$ cat config.mk
export PLATFORM = sky130hd
export DESIGN_NAME = alu_issue_stage
export DESIGN_NICKNAME = d
export VERILOG_FILES = /design/src/rtl/alu_pkg.sv /design/src/rtl/alu_op_fifo.sv /design/src/rtl/alu_issue_stage.sv
export SDC_FILE = /design/constraint.sdc
export NUM_CORES = 1
export LEC_CHECK = 0
export ABC_AREA = 1
export CAP_MARGIN = 20
export CORE_MARGIN = 2
export CORE_UTILIZATION = 30
export CTS_BUF_LIST = sky130_fd_sc_hd__clkbuf_16
export DETAILED_ROUTE_END_ITERATION = 16
export GPL_ROUTABILITY_DRIVEN = 0
export HOLD_SLACK_MARGIN = 0.12
export PLACE_DENSITY = 0.51
export SLEW_MARGIN = 10
export SYNTH_ARGS = -nofsm -noshare
export SYNTH_HDL_FRONTEND = slang
export SYNTH_SLANG_ARGS = --single-unit
export TNS_END_PERCENT = 20
$ cat constraint.sdc
create_clock -name clk -period 4.6 [get_ports clk]
set_input_delay 0.92 -clock clk [delete_from_list [all_inputs] [get_ports clk]]
set_output_delay 0.92 -clock clk [all_outputs]
set_load 0.02 [all_outputs]
$ cat src/rtl/alu_pkg.sv
// alu_pkg -- shared types for the ALU issue stage.
//   DATA_W      : operand / result width
//   opcode_e    : opcodes the ALU implements (anything else is flagged as an error)
//   op_entry_t  : one queued operation {a, b, opcode, fwd}
//   is_legal_op : true for the three implemented opcodes
package alu_pkg;

  localparam int DATA_W = 32;

  typedef enum logic [2:0] {
    OP_SUB = 3'b001,
    OP_GT  = 3'b010,
    OP_LT  = 3'b011
  } opcode_e;

  // The opcode is kept as raw bits so illegal codes travel through unchanged
  // and can be reported on out_opcode.
  typedef struct packed {
    logic [DATA_W-1:0] a;
    logic [DATA_W-1:0] b;
    logic [2:0]        opcode;
    logic              fwd;
  } op_entry_t;

  function automatic logic is_legal_op(input logic [2:0] op);
    return (op == OP_SUB) || (op == OP_GT) || (op == OP_LT);
  endfunction

endpackage

$ cat src/rtl/alu_op_fifo.sv
// alu_op_fifo -- operation queue feeding the ALU.
//   clk, rst_n : clock, asynchronous active-low reset
//   push       : write push_data (ignored when full, even if popping)
//   push_data  : operation to enqueue
//   pop        : drop the head entry (ignored when empty)
//   head       : oldest entry, all zero when empty
//   full/empty : queue status
//   occupancy  : number of entries held (0..DEPTH)
module alu_op_fifo
  import alu_pkg::*;
#(
  parameter int DEPTH = 4
) (
  input  logic                     clk,
  input  logic                     rst_n,
  input  logic                     push,
  input  op_entry_t                push_data,
  input  logic                     pop,
  output op_entry_t                head,
  output logic                     full,
  output logic                     empty,
  output logic [$clog2(DEPTH):0]   occupancy
);

  localparam int PTR_W = $clog2(DEPTH);
  localparam logic [PTR_W:0] OCC_FULL = (PTR_W+1)'(DEPTH);
  localparam logic [PTR_W:0] OCC_ONE  = (PTR_W+1)'(1);

  op_entry_t        mem [DEPTH];
  logic [PTR_W-1:0] wr_ptr;
  logic [PTR_W-1:0] rd_ptr;
  logic             do_push;
  logic             do_pop;

  assign full    = (occupancy == OCC_FULL);
  assign empty   = (occupancy == '0);
  assign do_push = push && !full;
  assign do_pop  = pop && !empty;
  assign head    = empty ? '0 : mem[rd_ptr];

  // NOTE: storage has no reset; an entry is only ever read after it was written,
  // so resetting it would only add reset fan-out.
  always_ff @(posedge clk) begin
    if (do_push) mem[wr_ptr] <= push_data;
  end

  // DEPTH is a power of two, so pointers wrap by natural overflow.
  always_ff @(posedge clk or negedge rst_n) begin
    if (!rst_n) begin
      wr_ptr    <= '0;
      rd_ptr    <= '0;
      occupancy <= '0;
    end else begin
      if (do_push) wr_ptr <= wr_ptr + PTR_W'(1);
      if (do_pop)  rd_ptr <= rd_ptr + PTR_W'(1);
      case ({do_push, do_pop})
        2'b10:   occupancy <= occupancy + OCC_ONE;
        2'b01:   occupancy <= occupancy - OCC_ONE;
        default: occupancy <= occupancy;
      endcase
    end
  end

endmodule

$ cat src/rtl/alu_issue_stage.sv
// alu_issue_stage -- queues ALU operations, presents the head to an external
// combinational ALU and registers its result with a valid/ready handshake.
//   clk, rst_n                        : clock, asynchronous active-low reset
//   in_valid/in_ready, in_a/b/opcode  : upstream operation handshake
//   in_fwd                            : use previous result as operand A
//   alu_a/alu_b/alu_opcode            : head operation to the ALU (zero when empty)
//   alu_result                        : ALU result for the head operation
//   out_valid/out_ready               : downstream handshake
//   out_result/out_opcode/out_err     : registered result, its opcode, illegal-opcode flag
//   occupancy                         : entries in the operation queue
// Build option: define ALU_ISSUE_FWD_EN to enable result forwarding via in_fwd;
// without it in_fwd is ignored.
module alu_issue_stage
  import alu_pkg::*;
#(
  parameter int FIFO_DEPTH = 4
) (
  input  logic                        clk,
  input  logic                        rst_n,
  input  logic                        in_valid,
  output logic                        in_ready,
  input  logic [31:0]                 in_a,
  input  logic [31:0]                 in_b,
  input  logic [2:0]                  in_opcode,
  input  logic                        in_fwd,
  output logic [31:0]                 alu_a,
  output logic [31:0]                 alu_b,
  output logic [2:0]                  alu_opcode,
  input  logic [31:0]                 alu_result,
  output logic                        out_valid,
  input  logic                        out_ready,
  output logic [31:0]                 out_result,
  output logic [2:0]                  out_opcode,
  output logic                        out_err,
  output logic [$clog2(FIFO_DEPTH):0] occupancy
);

  typedef enum logic {OUT_EMPTY, OUT_HOLD} out_state_e;

  out_state_e out_state;
  op_entry_t  push_entry;
  op_entry_t  head;
  logic       fifo_full;
  logic       fifo_empty;
  logic       pop;

  assign in_ready = !fifo_full;

  // Capture whenever there is work and the output register is free or draining.
  assign pop = !fifo_empty && ((out_state == OUT_EMPTY) || out_ready);

  alu_op_fifo #(.DEPTH(FIFO_DEPTH)) u_fifo (
    .clk       (clk),
    .rst_n     (rst_n),
    .push      (in_valid),
    .push_data (push_entry),
    .pop       (pop),
    .head      (head),
    .full      (fifo_full),
    .empty     (fifo_empty),
    .occupancy (occupancy)
  );

  assign alu_b      = head.b;
  assign alu_opcode = head.opcode;

`ifdef ALU_ISSUE_FWD_EN
  logic [DATA_W-1:0] last_result;

  always_comb begin
    push_entry = '{a: in_a, b: in_b, opcode: in_opcode, fwd: in_fwd};
  end

  // NOTE: default assignment first so every path drives alu_a and no latch forms.
  always_comb begin
    alu_a = head.a;
    if (head.fwd) alu_a = last_result;
  end

  always_ff @(posedge clk or negedge rst_n) begin
    if (!rst_n)   last_result <= '0;
    else if (pop) last_result <= alu_result;
  end
`else
  logic unused_fwd;

  always_comb begin
    push_entry = '{a: in_a, b: in_b, opcode: in_opcode, fwd: 1'b0};
  end

  assign alu_a      = head.a;
  assign unused_fwd = in_fwd ^ head.fwd;
`endif

  // Output register: EMPTY <-> HOLD. A capture overrides a same-edge drain so
  // back-to-back results stream at one per cycle.
  always_ff @(posedge clk or negedge rst_n) begin
    if (!rst_n) begin
      out_state  <= OUT_EMPTY;
      out_result <= '0;
      out_opcode <= '0;
      out_err    <= 1'b0;
    end else if (pop) begin
      out_state  <= OUT_HOLD;
      out_result <= alu_result;
      out_opcode <= head.opcode;
      out_err    <= !is_legal_op(head.opcode);
    end else if ((out_state == OUT_HOLD) && out_ready) begin
      out_state  <= OUT_EMPTY;
    end
  end

  assign out_valid = (out_state == OUT_HOLD);

endmodule

==> flow_metrics.env <==
export IMPL_power_switching_uw=4440
export IMPL_syn_area_um2=12200
export IMPL_clkTransAtPathRegs_ns=0.05
export IMPL_synth_cell_type_count=23
export IMPL_startpoint_type="flip-flop"
export IMPL_fin_setup_tns_ns=0
export IMPL_hold_viol=0
export IMPL_irDropWorstVdd_mv=0.317
export IMPL_max_freq_ghz=0.238
export IMPL_internal_power_uw=7330
export IMPL_hold_class="in -> async"
export IMPL_worstPathRequired_ns=3.68
export IMPL_dr_pass1_iters=5
export IMPL_cts_resized=0
export IMPL_wl_per_cell_um=17.4
export IMPL_critPathMaxFanout=96
export IMPL_dp_cells=1685
export IMPL_p_clk_share_pct=22.5
export IMPL_cap_viol_max_count=0
export IMPL_num_rows=73
export IMPL_synth_net_count=1102
export IMPL_met3_usage_pct=3.74
export IMPL_ys_warn_count=0
export IMPL_grtUsageMet1_pct=18.9
export IMPL_clockBufferDepth=3
export IMPL_fin_util_pct=39.9
export IMPL_p_seq_share_pct=34.4
export IMPL_clkLatencyLatePin_ns=0.53
export IMPL_maxSlewHeadroom_pct=55.1
export IMPL_crit_arrival_ns=3.27
export IMPL_die_x_um=206
export IMPL_fin_cells=1749
export IMPL_final_cell_mix="edfxtp_1 (268), nor2_1 (263), clkdlybuf4s50_1 (209), nand2_1 (117), o21ai_0 (99)"
export IMPL_synth_seq_cells=312
export IMPL_place_hpwl_um=16800
export IMPL_diodes=0
export IMPL_drive_gt1_share_pct=6.29
export IMPL_combinationalPowerShare_pct=43.1
export IMPL_status="finished clean"
export IMPL_tightest_slew_ns=0.673
export IMPL_multi_input_area_um2=2660
export IMPL_antenna_found_initial=0
export IMPL_cts_sinks=312
export IMPL_dieArea_um2=42200
export IMPL_slowest_delay_ns=0.70
export IMPL_power_leakage_uw=0.00569
export IMPL_grt_usage_pct=14.6
export IMPL_timing_hold_ws_ns=0.476
export IMPL_first_iter_violations=444
export IMPL_post_route_drc_count=0
export IMPL_gr_max_usage_layer="met2"
export IMPL_cts_htree_levels=2
export IMPL_io_pins=212
export IMPL_die_h_um=206
export IMPL_ys_seq_area_share_pct=75.1
export IMPL_cts_tree="yes"
export IMPL_power_density_nw_per_um2=739
export IMPL_synthCells=992
export IMPL_drt_vias_per_instance=4.55
export IMPL_netSwitchingFraction_pct=37.7
export IMPL_fill_cells=3752
export IMPL_grt_pass1_wl_um=46600
export IMPL_num_vias=7958
export IMPL_cts_setup_buffers=0
export IMPL_r2r_start="u_fifo.occupancy[0]$_DFFE_PN0P_"
export IMPL_ctsHoldBuffers=0
export IMPL_cts_buffers=36
export IMPL_finClkSkew_ns=0.0142
export IMPL_finalSetupViolCount=0
export IMPL_end_kind="output pin"
export IMPL_met2_usage_pct=24.5
export IMPL_path_cells="inv_4 > buf_12 > o21ai_0 > a21oi_1 > clkdlybuf4s50_1"
export IMPL_drv_slew=0
export IMPL_finalCritPeriodShare_pct=91.2
export IMPL_initial_core_util_pct=30.5
export IMPL_grt_pass1_vias=7957
export IMPL_ant_nets=0
export IMPL_grt_setup_unrepaired="no"
export IMPL_final_seq_area_um2=9160
export IMPL_grt_start_max_net_pins=97
export IMPL_nNetsFinal=1308
export IMPL_r2r_end="u_fifo.occupancy[2]$_DFFE_PN0P_"
export IMPL_root_buffer="clkbuf_16"
export IMPL_core_um2=39900
export IMPL_wl_um=30500
export IMPL_crit_start="u_fifo.rd_ptr[0]$_DFFE_PN0P_"
export IMPL_r2r_slack_ns=2.16
export IMPL_ff2ff_path_depth=10
export IMPL_syn_to_final_growth_pct=30.8
export IMPL_critPathKind="reg -> out"
export IMPL_numPortBuffers=210
export IMPL_avgSynthCellArea_um2=12.3
export IMPL_overflow=0
export IMPL_fin_crit_ns=4.19
export IMPL_mostFrequentLayoutCell="edfxtp_1"
export IMPL_cpMaxStageDelayCell="dfrtp_4"
Yosys cell counts (all sizes together):
cell type    n  area [um2]
edfxtp     268        8050
nor2       268        1010
o21ai      132         661
nand2      117         439
a21oi       68         344
dfrtp       44        1100
buf         37         253
clkbuf      21        83.8
inv         17        66.3
nand3       10        60.1
ha           5        62.6
xor2         3        26.3
fa           1        20.0
xnor2        1        8.76
layer usage:
layer / vias up / part of all wire (%) / wire, um
met4: 0 / 1.6 / 498
met2: 179 / 49 / 14800
met3: 40 / 5.8 / 1760
met5: - / 0 / 0
met1: 3894 / 44 / 13400
li1: 3845 / - / -
cell type report:
type,count,area share [%]
flip-flops and latches,312,57.5
clock inverters,27,1.08
well taps,525,4.12
clock buffers,37,5.81
inverters,17,0.416
repair buffers,226,14.4
multi-input cells,605,16.7
per-stage QoR:
| stage | cell area [um2] | setup WS [ns] | total power (uW) |
|---|---|---|---|
| CTS | 15900 | 0.327 | 12000 |
| floorplan | 12200 | 0.198 | 6990 |
| global placement | 14800 | 0.919 | 9290 |
| detailed placement | 14800 | 0.925 | 9310 |
| finish | 15900 | 0.407 | 11800 |
| global route | 15900 | 0.153 | 12600 |
worst max-delay path, delay by kind of cell (launching register included):
family,cells,cell delay [ns]
flops,1,0.70
buf+inv,3,1.48
compound gates,2,0.42
state kept, by name, indices dropped and copies added (netlist names):
register / flops
out_err: 1
out_opcode: 3
out_result: 32
out_valid: 1
u_fifo.mem: 268
u_fifo.occupancy: 3
u_fifo.rd_ptr: 2
u_fifo.wr_ptr: 2
power groups by stage:
stage | sequential (uW) | combinational, uW | clock [uW]
after floorplan | 4250 | 2740 | 0
after global placement | 4100 | 5190 | 0
after detailed placement | 4120 | 5200 | 0
after CTS | 4060 | 5220 | 2740
after global routing | 4130 | 5600 | 2840
final | 4050 | 5070 | 2650
cell families (layout without fill, tap and decap cells):
group	count (synthesis)	after routing	synth area share, %
compound gates	200	200	8.25
simple gates	395	395	12.4
fa+ha+maj	6	6	0.678
flops	312	312	75.1
buf+inv	75	307	3.31
xor+xnor	4	4	0.288
worst max path at each step:
stage	endpoint	slack [ns]	cells after the start
4_1_cts	alu_a[27]	0.33	5
6_report	alu_a[27]	0.41	5
3_5_place_dp	alu_a[26]	0.93	5
5_1_grt	alu_a[15]	0.15	5
3_3_place_gp	alu_a[27]	0.92	5
2_1_floorplan	u_fifo.mem[0][0]$_DFFE_PP_	0.20	2
Power figures use the tool's default switching activity.
